<file path="src/rtl/muldiv_iter.sv">
// Iterative signed/unsigned multiply/divide unit: one bit per cycle, start/busy/done handshake.
// Optional define MULDIV_DIVZERO_FAST_EN: divide-by-zero bypasses the iteration phase.
module muldiv_iter #(
  parameter int WIDTH = 32
) (
  input  logic             clk,
  input  logic             rst,
  input  logic             start,
  input  logic             flush,
  input  logic [1:0]       op,
  input  logic [WIDTH-1:0] a,
  input  logic [WIDTH-1:0] b,
  output logic             busy,
  output logic             done,
  output logic [WIDTH-1:0] hi,
  output logic [WIDTH-1:0] lo
);

  localparam int CW = (WIDTH > 1) ? $clog2(WIDTH) : 1;

  typedef enum logic [1:0] {IDLE, CALC, FIX} state_e;

  typedef struct packed {
    logic             div;
    logic             bz;
    logic             neg;
    logic             negr;
    logic [WIDTH-1:0] a;
  } ctx_t;

  state_e             state_q, state_d;
  logic [CW-1:0]      cnt_q, cnt_d;
  logic [2*WIDTH-1:0] p_q, p_d;
  logic [WIDTH-1:0]   m_q, m_d;
  logic [WIDTH-1:0]   hi_q, hi_d, lo_q, lo_d;
  logic               done_q, done_d;
  ctx_t               ctx_q, ctx_d;

  logic               sgn_op, sa, sb;
  logic [WIDTH-1:0]   mag_a, mag_b;
  logic [WIDTH:0]     mul_sum, div_shift;
  logic               div_ge;
  logic [WIDTH-1:0]   div_rem;
  logic [2*WIDTH-1:0] mul_step, div_step;

  assign sgn_op = ~op[0];
  assign sa     = sgn_op & a[WIDTH-1];
  assign sb     = sgn_op & b[WIDTH-1];
  assign mag_a  = sa ? -a : a;
  assign mag_b  = sb ? -b : b;

  // Multiply: p = {partial, multiplier}; add multiplicand into the upper half, shift right.
  assign mul_sum  = {1'b0, p_q[2*WIDTH-1:WIDTH]} + (p_q[0] ? {1'b0, m_q} : '0);
  assign mul_step = {mul_sum, p_q[WIDTH-1:1]};

  // Restoring divide: p = {remainder, dividend/quotient}; shift left, trial-subtract divisor.
  assign div_shift = {p_q[2*WIDTH-1:WIDTH], p_q[WIDTH-1]};
  assign div_ge    = div_shift >= {1'b0, m_q};
  assign div_rem   = div_ge ? WIDTH'(div_shift - {1'b0, m_q}) : div_shift[WIDTH-1:0];
  assign div_step  = {div_rem, p_q[WIDTH-2:0], div_ge};

  // NOTE: every always_comb output gets a default first so no path can infer a latch.
  always_comb begin
    state_d = state_q;
    cnt_d   = cnt_q;
    p_d     = p_q;
    m_d     = m_q;
    ctx_d   = ctx_q;
    hi_d    = hi_q;
    lo_d    = lo_q;
    done_d  = 1'b0;
    if (flush) begin
      state_d = IDLE;
    end else begin
      unique case (state_q)
        IDLE: begin
          if (start) begin
            ctx_d.div  = op[1];
            ctx_d.bz   = (b == '0);
            ctx_d.neg  = sa ^ sb;
            ctx_d.negr = sa;
            ctx_d.a    = a;
            p_d        = {{WIDTH{1'b0}}, (op[1] ? mag_a : mag_b)};
            m_d        = op[1] ? mag_b : mag_a;
            cnt_d      = CW'(WIDTH - 1);
            state_d    = CALC;
`ifdef MULDIV_DIVZERO_FAST_EN
            if (op[1] && (b == '0)) state_d = FIX;
`endif
          end
        end
        CALC: begin
          p_d = ctx_q.div ? div_step : mul_step;
          if (cnt_q == '0) state_d = FIX;
          else             cnt_d   = cnt_q - 1'b1;
        end
        FIX: begin
          if (!ctx_q.div) begin
            {hi_d, lo_d} = ctx_q.neg ? -p_q : p_q;
          end else if (ctx_q.bz) begin
            hi_d = ctx_q.a;
            lo_d = '1;
          end else begin
            lo_d = ctx_q.neg  ? -p_q[WIDTH-1:0]       : p_q[WIDTH-1:0];
            hi_d = ctx_q.negr ? -p_q[2*WIDTH-1:WIDTH] : p_q[2*WIDTH-1:WIDTH];
          end
          done_d  = 1'b1;
          state_d = IDLE;
        end
        default: state_d = IDLE;
      endcase
    end
  end

  // NOTE: sequential state uses non-blocking assignments so all registers update together.
  always_ff @(posedge clk or negedge rst) begin
    if (!rst) begin
      state_q <= IDLE;
      cnt_q   <= '0;
      p_q     <= '0;
      m_q     <= '0;
      ctx_q   <= '0;
      hi_q    <= '0;
      lo_q    <= '0;
      done_q  <= 1'b0;
    end else begin
      state_q <= state_d;
      cnt_q   <= cnt_d;
      p_q     <= p_d;
      m_q     <= m_d;
      ctx_q   <= ctx_d;
      hi_q    <= hi_d;
      lo_q    <= lo_d;
      done_q  <= done_d;
    end
  end

  assign busy = (state_q != IDLE);
  assign done = done_q;
  assign hi   = hi_q;
  assign lo   = lo_q;

endmodule

</file>
<file path="config.mk">
export PLATFORM = sky130hd
export DESIGN_NAME = muldiv_iter
export DESIGN_NICKNAME = d
export VERILOG_FILES = /design/src/rtl/muldiv_iter.sv
export SDC_FILE = /design/constraint.sdc
export NUM_CORES = 1
export LEC_CHECK = 0
export CORE_MARGIN = 2
export CORE_UTILIZATION = 36
export CTS_CLUSTER_SIZE = 10
export DETAILED_ROUTE_END_ITERATION = 8
export PLACE_DENSITY = 0.61
export SYNTH_ARGS = -nofsm -noshare
export SYNTH_HDL_FRONTEND = slang
export SYNTH_SLANG_ARGS = --single-unit
</file>
<file path="constraint.sdc">
create_clock -name clk -period 4.5 [get_ports clk]
set_clock_uncertainty 0.2 [all_clocks]
set_input_delay 0.45 -clock clk [delete_from_list [all_inputs] [get_ports clk]]
set_output_delay 0.45 -clock clk [all_outputs]
set_load 0.01 [all_outputs]
</file>
==> results of run 1 <==
## flip-flops by register name, indices dropped and copies added (netlist names)
register	count
ctx_q	36
done	1
p_q	64
hi	32
lo	32
m_q	32
cnt_q	5
state_q	2
## per-stage QoR
step	instances	hold slack [ns]	worst slack (ns)	cell area, um2
6_report	2750	0.115	0.424	19100
3_3_place_gp	2709	0.262	0.572	18300
2_1_floorplan	2067	-0.0456	0.973	16400
5_1_grt	2750	0.128	0.117	19100
4_1_cts	2750	0.0954	0.524	19100
3_5_place_dp	2709	0.270	0.530	18300
## cell usage in the layout (no fill, tap or decap), drive strengths merged, types with 65 or more instances in the layout
master and count:
xnor2 77, o21ai 203, clkdlybuf4s50 133, dfrtp 204
xor2 109, inv 65, nor2 232, nand2 226
mux2i 77, ha 70, a21oi 229
## metal layers
| metal | track usage | share of wire |
|---|---|---|
| met1 | 0.342 | 0.45 |
| met2 | 0.384 | 0.45 |
| met3 | 0.0312 | 0.069 |
| met4 | 0.0836 | 0.035 |
| met5 | 0 | 0 |
## worst paths after layout
| check | start | depth (start not counted) | to | slack, ns |
|---|---|---|---|---|
| min reg2reg | hi[19]$_DFFE_PN0P_ | 2 | hi[19]$_DFFE_PN0P_ | 0.27 |
| min | op[1] | 3 | m_q[12]$_DFFE_PN0P_ | 0.12 |
| max in group asynchronous | rst | 3 | hi[1]$_DFFE_PN0P_ | 2.64 |
| max | p_q[0]$_DFFE_PN0P_ | 14 | p_q[58]$_DFFE_PN0P_ | 0.42 |
| min in group asynchronous | rst | 2 | done$_DFF_PN0_ | 0.37 |
| max reg2reg | p_q[0]$_DFFE_PN0P_ | 14 | p_q[58]$_DFFE_PN0P_ | 0.42 |
## kinds of logic after synthesis
| logic type | count (synthesis) | share of synthesized area |
|---|---|---|
| buffers and inverters | 201 | 0.0472 |
| XOR/XNOR | 186 | 0.0995 |
| AO/OA/AOI/OAI | 623 | 0.226 |
| multiplexers | 120 | 0.0766 |
| AND/OR/NAND/NOR | 661 | 0.183 |
| flip-flops | 204 | 0.312 |
| adder cells (fa/ha/maj) | 72 | 0.0559 |
## cell usage after synthesis, drive strengths merged (5+ instances only)
master and instances:
nor2 232, a21oi 229, nand2 226, dfrtp 204, o21ai 203, clkbuf 117
xor2 109, mux2i 77, xnor2 77, ha 70, inv 65, mux2 43
nor3 39, a21o 22, nand2b 20, nand3 20, nor2b 19, buf 18
o31ai 18, or3 18, a22oi 17, or4 17, a31oi 16, o41ai 16
o211ai 15, o221ai 14, or2 14, and2 11, nor4 10, a211oi 9
o21a 9, and3 8, o21bai 8, nand4 7, a221o 6, a22o 6
o31a 6, a211o 5, nor3b 5
## power breakdown
part           total, uW  switching, uW  internal [uW]
clock               1990            865           1130
combinational       4510           2660           1860
sequential          2650            538           2110
total               9150           4060           5090
## layout make-up
| type | count | share of cell area |
|---|---|---|
| multi-input combinational | 1662 | 0.551 |
| tap | 600 | 0.0393 |
| clock buffer | 36 | 0.0386 |
| inverter | 66 | 0.0130 |
| timing repair buffer | 178 | 0.0891 |
| sequential | 204 | 0.267 |
| clock inverter | 4 | 0.00177 |
## critical path, stage by stage (launching register included)
cell and delay (ns):
dfrtp_1 0.43, inv_1 0.10, buf_4 0.28, nor2_1 0.09
ha_1 0.35, a21o_1 0.20, a21o_1 0.19, a2111oi_0 0.38
a21oi_1 0.20, a31oi_1 0.29, a21boi_0 0.22, a311oi_1 0.51
o21ai_0 0.17, xnor2_1 0.18, o221ai_1 0.13
==> flow_summary_export.csv, run 1 <==
group,metric,value,unit
outcome,status,"complete, no violations",
clocking,clock_latency,0.57,ns
layout,n_fill_cell,4480,
drt,drt_pre_antenna_iters,5,
floorplan,row_count,78,
floorplan,initial_core_util,0.362,
sta,fin_setup_tns,0,ns
synth,yosys.area.top_type,"dfrtp_1",
synth,syn_inst,2067,
grt,grtUsageTotal,0.243,
job,drv_cap,0,
setup_path,cp_data_arrival_time,4.29,ns
drt,drt-total-wl,58700,um
sta,fin_crit_sh,0.906,
layout,register_area,5110,um2
place,gp_congestion,0.923,
floorplan,core_area,45200,um2
power,ir_worst_vdd,0.000282,V
drt,routed_via_density,5.73,
sta,finalHoldViolCount,0,
sta,slew_viol_final,0,
drt,postRouteAntennaNets,0,
power,p_total,9150,uW
sta,worstMarginPinSlew,1.04,ns
grt,antenna_found_initial,0,
layout,area_growth,16.6,%
floorplan,io_pins,136,
setup_path,end_kind,"flop",
setup_path,crit_type,"flop to flop",
drt,num_vias,15700,
drt,route.detailed.drc,0,
synth,syn-num-nets,2209,
clocking,cts.path.max_buffers,3,
place,portBuffers,135,
floorplan,die_y,217,um
clocking,cts_root_buf,"clkbuf_16",
sta,rsz0062_at_grt,"false",
setup_path,cp-start-kind,"flop",
synth,ys_ff_latch,204,
layout,fin_nets,2280,
layout,drive_above_1_share,0.0721,
synth,synth_top_area_frac,0.312,
setup_path,required,4.72,ns
worst_hold_path,hold_class,"input port to flop",
clocking,cts_resized,0,
synth,ys_types,75,
place,hpwl,44300,um
clocking,numCtsBuffers,26,
layout,multiInputGateArea,10500,um2
drt,wl_per_cell,21.3,um
layout,antenna_cells,0,
grt,grt_max_degree,106,
synth,async_reset_ff_frac,1.00,
clocking,clkTransAtPathRegs,0.06,ns
sta,setup_violations,0,
synth,ys_warn_count,0,
layout,post-route-util,0.423,
sta,fmax,245,MHz
power,p_leak,0.00815,uW
synth,ys_seq_area_frac,0.312,
clocking,htree_num_levels,1,
sta,slew_headroom,0.306,
synth,synth_enable_flop_cells,0,
grt,grt_pass1_vias,15100,
clocking,postCtsHoldBufs,1,
clocking,clock-sinks,204,
grt,grt.overflow.total,0,
drt,drt_iter0_drc,1435,
synth,synth_top_cells_by_area,"dfrtp_1, a21oi_1, o21ai_0",
floorplan,fp.dieW,217,um
synth,avgSynthCellArea,7.92,um2
synth,synth_ff_type,"dfrtp_1",
power,p_per_area,479,nW/um2
clocking,postCtsSetupBuffers,0,
grt,grt_pass1_wl,89700,um
setup_path,crit_fanout,18,
floorplan,die-area,47200,um2
synth,synth_area,16400,um2
clocking,cts_tree,"built",
sta,finalWorstPathRequiredPeriod,4.08,ns
(Power assumes the default switching activity.)
==> run 2: changes to the inputs <==
==> constraint.sdc (replaced) <==
create_clock -name clk -period 5.06 [get_ports clk]
set_clock_uncertainty 0.2 [all_clocks]
set_input_delay 0.506 -clock clk [delete_from_list [all_inputs] [get_ports clk]]
set_output_delay 0.506 -clock clk [all_outputs]
set_load 0.01 [all_outputs]
==> run 2 against run 1 <==
Sequential cell count did not move. Power is 12% lower. Die area unchanged. Critical path type unchanged. Largest cell class unchanged.
==> flow_summary_export.csv, run 2 (same netlist as run 1, synthesis figures left out) <==
group,metric,value,unit
floorplan,row_count,78,
grt,grt.overflow.total,0,
setup_path,rrSetupSlack,0.71,ns
sta,setup_slack,0.708,ns
grt,antenna_found_initial,0,
place,portBuffers,135,
power,ir_worst_vdd,0.000212,V
drt,drt_pre_antenna_iters,5,
setup_path,cp-start-kind,"flop",
sta,worstMarginPinSlew,1.16,ns
place,gp_congestion,0.927,
job,drv_cap,0,
setup_path,crit_fanout,17,
setup_path,cp_data_arrival_time,4.54,ns
setup_path,required,5.24,ns
floorplan,initial_core_util,0.362,
layout,drive_above_1_share,0.0668,
layout,n_fill_cell,4525,
layout,antenna_cells,0,
layout,regMostFlops,"p_q",
clocking,cts.path.max_buffers,3,
layout,largest_reg_flops,64,
layout,area_growth,16.1,%
floorplan,core_area,45200,um2
clocking,numCtsBuffers,26,
clocking,clock-sinks,204,
clocking,cts_root_buf,"clkbuf_16",
drt,route.detailed.drc,0,
clocking,clkTransAtPathRegs,0.06,ns
floorplan,die_y,217,um
layout,layout_commonest_cell,"nor2_1",
power,p_leak,0.00809,uW
sta,fmax,230,MHz
grt,grt_max_degree,117,
place,hpwl,43600,um
setup_path,end_kind,"flop",
grt,grtUsageTotal,0.241,
grt,grt_pass1_vias,14900,
sta,fin_setup_tns,0,ns
power,p_per_area,425,nW/um2
clocking,clock_latency,0.57,ns
clocking,cts_tree,"built",
clocking,postCtsSetupBuffers,0,
drt,routed_via_density,5.66,
worst_hold_path,hold_class,"input port to flop",
grt,grt_pass1_wl,88300,um
layout,layout_common_cells,"nor2_1, a21oi_1, nand2_1",
outcome,status,"complete, no violations",
clocking,htree_num_levels,1,
drt,num_vias,15500,
floorplan,die-area,47200,um2
layout,biggestRegsByFlops,"p_q: 64 flops, ctx_q: 36 flops",
drt,wl_per_cell,21.1,um
drt,postRouteAntennaNets,0,
floorplan,io_pins,136,
clocking,postCtsHoldBufs,1,
layout,register_area,5110,um2
place,preCtsSetupSlack,0.714,ns
place,place_inst,2698,
sta,setup_violations,0,
sta,slew_headroom,0.230,
clocking,cts_resized,0,
drt,drt-total-wl,57800,um
sta,finalHoldViolCount,0,
sta,fin_crit_sh,0.860,
layout,multiInputGateArea,10500,um2
drt,drt_iter0_drc,1366,
setup_path,crit_type,"flop to flop",
layout,layout.cells.non_filler,2740,
layout,fin_nets,2269,
sta,rsz0062_at_grt,"false",
sta,finalWorstPathRequiredPeriod,4.35,ns
floorplan,fp.dieW,217,um
sta,slew_viol_final,0,
run 2: layer usage:
layer,part of all wire,track usage,up-vias
met2,0.45,0.377,538
met3,0.074,0.0463,86
met4,0.038,0.0927,0
li1,-,-,7430
met1,0.44,0.330,7454
met5,0,0,-
run 2: report_power, final:
group          internal, uW  switching (uW)
registers              1880             480
logic                  1630            2330
clock network          1010             741
total                  4520            3550
run 2: through the flow:
step	hold WS (ns)	total power, uW	cell area, um2	util
floorplan	0.0104	5120	16400	-
global placement	0.261	6250	18200	0.403
detailed placement	0.262	6270	18200	0.403
CTS	0.196	8060	19000	0.421
global route	0.209	8630	19000	0.421
finish	0.203	8070	19000	0.421
run 2: path summary, 6_finish.rpt:
| path | depth (start not counted) | to | from |
|---|---|---|---|
| max reg2reg | 13 | p_q[58]$_DFFE_PN0P_ | p_q[0]$_DFFE_PN0P_ |
| max in group asynchronous | 3 | p_q[12]$_DFFE_PN0P_ | rst |
| min in group asynchronous | 2 | p_q[25]$_DFFE_PN0P_ | rst |
| max | 13 | p_q[58]$_DFFE_PN0P_ | p_q[0]$_DFFE_PN0P_ |
| min | 3 | m_q[5]$_DFFE_PN0P_ | op[1] |
| min reg2reg | 2 | hi[9]$_DFFE_PN0P_ | hi[9]$_DFFE_PN0P_ |
run 2: worst max-delay path, stage by stage, from the launching register on:
cell,delay [ns]
dfrtp_1,0.43
inv_1,0.50
buf_4,0.33
nor2_1,0.07
ha_1,0.33
a21o_1,0.18
a2111oi_0,0.45
a21oi_1,0.21
a31oi_1,0.32
a21boi_0,0.23
a311oi_1,0.46
o21ai_0,0.18
xnor2_1,0.16
o221ai_1,0.12
run 2: layout make-up:
class / count / share of cell area
clock buffers: 35 / 0.0371
multi-input cells: 1662 / 0.554
flip-flops and latches: 204 / 0.269
inverters: 66 / 0.0130
well taps: 600 / 0.0395
repair buffers: 167 / 0.0846
clock inverters: 6 / 0.00349
==> edit 1, RTL diff (flow settings as in run 2) <==
Add a define of `MULDIV_DIVZERO_FAST_EN`.
--- a/src/rtl/muldiv_iter.sv
+++ b/src/rtl/muldiv_iter.sv
@@ -1,4 +1,6 @@
 // Iterative signed/unsigned multiply/divide unit: one bit per cycle, start/busy/done handshake.
 // Optional define MULDIV_DIVZERO_FAST_EN: divide-by-zero bypasses the iteration phase.
+`define MULDIV_DIVZERO_FAST_EN
+
 module muldiv_iter #(
   parameter int WIDTH = 32
Function: changed (Yosys sat finds a counterexample within 4 cycles, from zero or initial values and one cycle with rst low).
==> edit 1 against run 2 <==
- sequential power grew 38%
- cell count down 0.11%
- design area grew 1.3%
- sequential cell count did not move
- power grew 54%
- worst setup slack got worse by 240 ps
- synthesized area increased by 1.6%
- synthesized cell count barely moved
- routed wire length is 0.53% lower
- fmax decreased by 5.1%
- critical path type unchanged
- critical endpoint unchanged
==> edit 1: results (changes against run 2) <==
GPL Wtd Cong: 0.932 (+0.60%)
Cell variety after synth: 77 (+2.7%)
peak supply drop: 0.000279 V (+32%)
IO Port Bufs: 135 (unchanged)
R2R Setup Slk: 470 ps (-240 ps)
Least-Margin Pin Slew: 1280 ps (+124 ps)
Synth async-reset ratio: 100% (unchanged)
post-cts resize count: 0 (unchanged)
vias in the first global route: 15100 (+1.2%)
gr usage total: 23.6% (-0.50 points)
clock transition at the registers of the reported paths: 60 ps (about the same)
# Post-CTS Setup Buffers: 0 (unchanged)
drt drc: 0 (unchanged)
First DRT Iteration DRCs: 1406 (+2.9%)
antenna violations before repair: 4 (+4)
first-pass GRT wire length: 88.4 mm (+0.12%)
Max clock buf depth: 3 (unchanged)
Antenna Cells: 0 (unchanged)
CTS Hold Buffers Added: 1 (unchanged)
crit path max fanout: 25 (+8)
# fillers: 4667 (+3.1%)
total CTS buffers: 26 (unchanged)
Post-synth top cells: nor2_1 (220), a21oi_1 (207), dfrtp_1 (204)
Final Net Count: 2267 (-0.088%)
LEAKAGE: 0.00813 uW (+0.49%)
dominant synthesized flop cell: dfrtp_1
largest net degree at the start of global routing: 121 (+3.4%)
Initial DRT Pass Iterations: 6 (+1)
top area cells in the synthesized netlist: dfrtp_1 (31%), a21oi_1 (6.2%), o21ai_0 (5.4%)
wire per inst: 21.0 microns (-0.42%)
Regs by FF count: p_q (64), ctx_q (36)
clock root cell: clkbuf_16
post-route ant nets: 0 (unchanged)
CTS H-tree depth: 1 (unchanged)
Setup violations, final: 0 (unchanged)
CP arrival: 4830 ps (+290 ps)
vias per inst: 5.76 (+1.8%)
Synthesized Nets: 2211 (+0.091%)
Tmin final: 4590 ps (+236 ps)
Hold Crit Class: reg -> reg
share of layout cells above drive strength 1: 7.25% (+0.57 points)
status: finished, final reports clean
post-DP HPWL: 43.5 mm (-0.36%)
sequential share of the synthesized area: 30.7% (-0.50 points)
worst hold slack: 266 ps (+62.6 ps)
Worst setup SP type: flop
Clk Latency, worst-skew pair: 560 ps
number of synthesis warnings: 0 (unchanged)
-- edit 1: cell types whose count changed in the layout (fill, tap and decap cells not counted), moves of 15 or more --
cell / delta
nand2_1: -30
o31ai_1: +19
o21ai_0: -15
xnor2_1: +23
a21o_1: +20
a21oi_1: -23
-- edit 1: critical path: stages (launching register included) --
cell and delay (ps):
dfrtp_1 420, inv_1 280, buf_4 360, nor2_1 90, ha_1 360, o21a_1 200, o21ai_0 220, nor2_1 110
a2111oi_0 1110, o21ai_0 310, nand2_1 180, o21ai_0 120, xor2_1 160, a221o_1 360
-- edit 1: path summary, 6_finish.rpt --
check | end | depth (start not counted) | startpoint
min reg2reg | hi[15]$_DFFE_PN0P_ | 2 | hi[15]$_DFFE_PN0P_
max | p_q[58]$_DFFE_PN0P_ | 13 | p_q[0]$_DFFE_PN0P_
min in group asynchronous | lo[26]$_DFFE_PN0P_ | 2 | rst
min | hi[15]$_DFFE_PN0P_ | 2 | hi[15]$_DFFE_PN0P_
max reg2reg | p_q[58]$_DFFE_PN0P_ | 13 | p_q[0]$_DFFE_PN0P_
max in group asynchronous | ctx_q[9]$_DFFE_PN0P_ | 3 | rst
-- edit 1: metrics by stage --
step	util, %	setup slack, ps	power (uW)	cell area (sq um)	cells
after CTS	42.3	648	12400	19300	2737
after global placement	40.6	626	10500	18500	2696
final	42.3	472	12500	19300	2737
after global routing	42.3	356	13400	19300	2737
after detailed placement	40.6	583	10600	18500	2696
after floorplan	-	1420	8130	16600	2069
-- edit 1: area by class of cell --
cell class	count	area [sq um]	share of cell area [%]
Clock buffer	36	749	3.89
Clock inverter	4	22.5	0.117
Inverter	58	218	1.13
Multi-Input combinational cell	1663	10800	55.9
Sequential cell	204	5110	26.5
Tap cell	600	751	3.90
Timing Repair Buffer	172	1640	8.53
-- edit 1: cell families (layout without fill, tap and decap cells) --
logic type      count (synthesis)  in the layout  share of synthesized area [%]
simple gates                  643            643                           17.9
compound gates                630            630                           23.2
flops                         204            204                           30.7
buf+inv                       202            270                           4.77
xor+xnor                      199            199                           10.5
mux                           119            119                           7.50
fa+ha+maj                      72             72                           5.50
-- edit 1: layer usage --
layer  vias to the layer above  track usage [%]  share of wire, %  routed length (microns)
met5                         -                0             0.066                       38
li1                       7486                -                 -                        -
met2                       566             36.3                44                    25400
met4                         6             7.57               3.3                     1890
met3                       115             4.96               7.7                     4450
met1                      7594             33.1                45                    25700
-- edit 1: power breakdown --
group,total [uW],switching (uW),internal [uW]
Combinational,7440,4290,3160
Sequential,3250,904,2350
Clock,1760,744,1020
Total,12500,5930,6520
==> edit 2, RTL diff (settings of run 2) <==
Without the edit above. The 3 states of `state_e` get a one-hot encoding in 3 bits.
--- a/src/rtl/muldiv_iter.sv
+++ b/src/rtl/muldiv_iter.sv
@@ -19,5 +19,5 @@
   localparam int CW = (WIDTH > 1) ? $clog2(WIDTH) : 1;
 
-  typedef enum logic [1:0] {IDLE, CALC, FIX} state_e;
+  typedef enum logic [2:0] {IDLE = 3'b001, CALC = 3'b010, FIX = 3'b100} state_e;
 
   typedef struct packed {
Formal check against the unedited RTL: no difference found for any inputs over 10 cycles, from zero or initial values and one cycle with rst low; not proved beyond that.
==> edit 2 against run 2 <==
- sequential share of layout area shrank 0.11 points
- global-route usage grew 1.5 points
- sequential power shrank 8%
- sequential cell count grew 1
- synthesized cell count shrank 1.9%
- fmax grew 1.9%
- worst setup slack gained 82 ps
- power shrank 22%
- synthesized area grew 0.59%
- hold slack gained 66 ps
- critical path type unchanged
- routed wire length grew 6.3%
- design area grew 0.94%
==> edit 2: results (changes against run 2) <==
Layout area overhead: 16.5%
clock transition at the registers of the reported paths: 60 ps (about the same)
top area cells in the synthesized netlist: dfrtp_1 (31%), o21ai_0 (6.3%), xnor2_1 (5.7%)
Final Net Count: 2243 (-1.1%)
Post-Syn Instances: 2027 (-1.9%)
sequential share of the synthesized area: 31.2% (about the same)
seq_cells: 205 (+0.49%)
Multi-In Gates: 1614 (-2.9%)
antenna violations before repair: 2 (+2)
gr usage total: 25.7% (+1.5 points)
synthesized area: 16500 sq um (+0.59%)
First DRT Iteration DRCs: 1467 (+7.4%)
peak supply drop: 0.000233 V (+10%)
first-pass GRT wire length: 93.8 mm (+6.2%)
wire per inst: 22.6 microns (+7.4%)
clk tree area frac: 4.06% (+0.0078 points)
largest net degree at the start of global routing: 105 (-10%)
worst hold slack: 269 ps (+66.5 ps)
Post-synth top cells: nand2_1 (215), o21ai_0 (208), dfrtp_1 (204)
status: finished, final reports clean
R2R Setup Slk: 790 ps (+80 ps)
vias in the first global route: 15200 (+2.1%)
reg-to-reg endpoint: p_q[62]$_DFFE_PN0P_
fraction of area in registers: 26.8% (-0.11 points)
non-clock buffer count: 177 (+6.0%)
area of the multi-input gates: 10500 sq um (+0.26%)
worst hold path depth: 2 (-1)
GPL Wtd Cong: 0.978 (+5.6%)
CP arrival: 4550 ps (about the same)
routing usage on met2: 40.4% (+2.7 points)
# fillers: 4643 (+2.6%)
Least-Margin Pin Slew: 1040 ps (-113 ps)
drt total wl: 61.5 mm (+6.3%)
share of layout cells above drive strength 1: 7.76% (+1.1 points)
critical path's slowest cell: a41oi_1
dpl ws: 912 ps (+198 ps)
Hold Crit Class: reg -> reg
==> edit 2: cell count changes after synthesis, sizes merged, moves of 10 or more <==
| cell | before | now |
|---|---|---|
| nand2 | 226 | 215 |
| or3 | 18 | 33 |
| o31ai | 18 | 37 |
| inv | 65 | 76 |
| nor2 | 232 | 189 |
| a21oi | 229 | 184 |
| xnor2 | 77 | 108 |
| mux2i | 77 | 89 |
| nand4 | 7 | 18 |
| a21o | 22 | 35 |
| nor2b | 19 | 9 |
| xor2 | 109 | 78 |
| o21ai | 203 | 215 |
==> edit 2: kinds of logic (layout without fill, tap and decap cells) <==
family | after synthesis | after routing | synth area share [%]
DFF | 205 | 205 | 31.2
muxes | 141 | 141 | 8.96
xor gates and xnor gates | 186 | 186 | 9.89
and+or+nand+nor | 598 | 598 | 16.9
adders and majority gates | 72 | 72 | 5.56
buffers and inverters | 208 | 295 | 4.89
AOI/OAI and AO/OA | 617 | 617 | 22.7
==> edit 2: worst min path at each step <==
stage,end,start
finish,hi[22]$_DFFE_PN0P_,hi[22]$_DFFE_PN0P_
global route,hi[27]$_DFFE_PN0P_,hi[27]$_DFFE_PN0P_
CTS,hi[22]$_DFFE_PN0P_,hi[22]$_DFFE_PN0P_
detailed placement,hi[22]$_DFFE_PN0P_,hi[22]$_DFFE_PN0P_
global placement,hi[26]$_DFFE_PN0P_,hi[26]$_DFFE_PN0P_
floorplan,cnt_q[0]$_DFFE_PN0P_,rst
==> edit 2: power breakdown <==
part	total [uW]	internal (uW)	switching, uW
sequential	2170	1860	307
clock	1770	1030	746
combinational	2370	924	1440
==> edit 2: layer usage <==
metal | vias up | part of all wire, %
li1 | 7376 | -
met1 | 7718 | 44
met2 | 591 | 45
met3 | 93 | 7.6
met4 | 2 | 3.4
met5 | - | 0.021
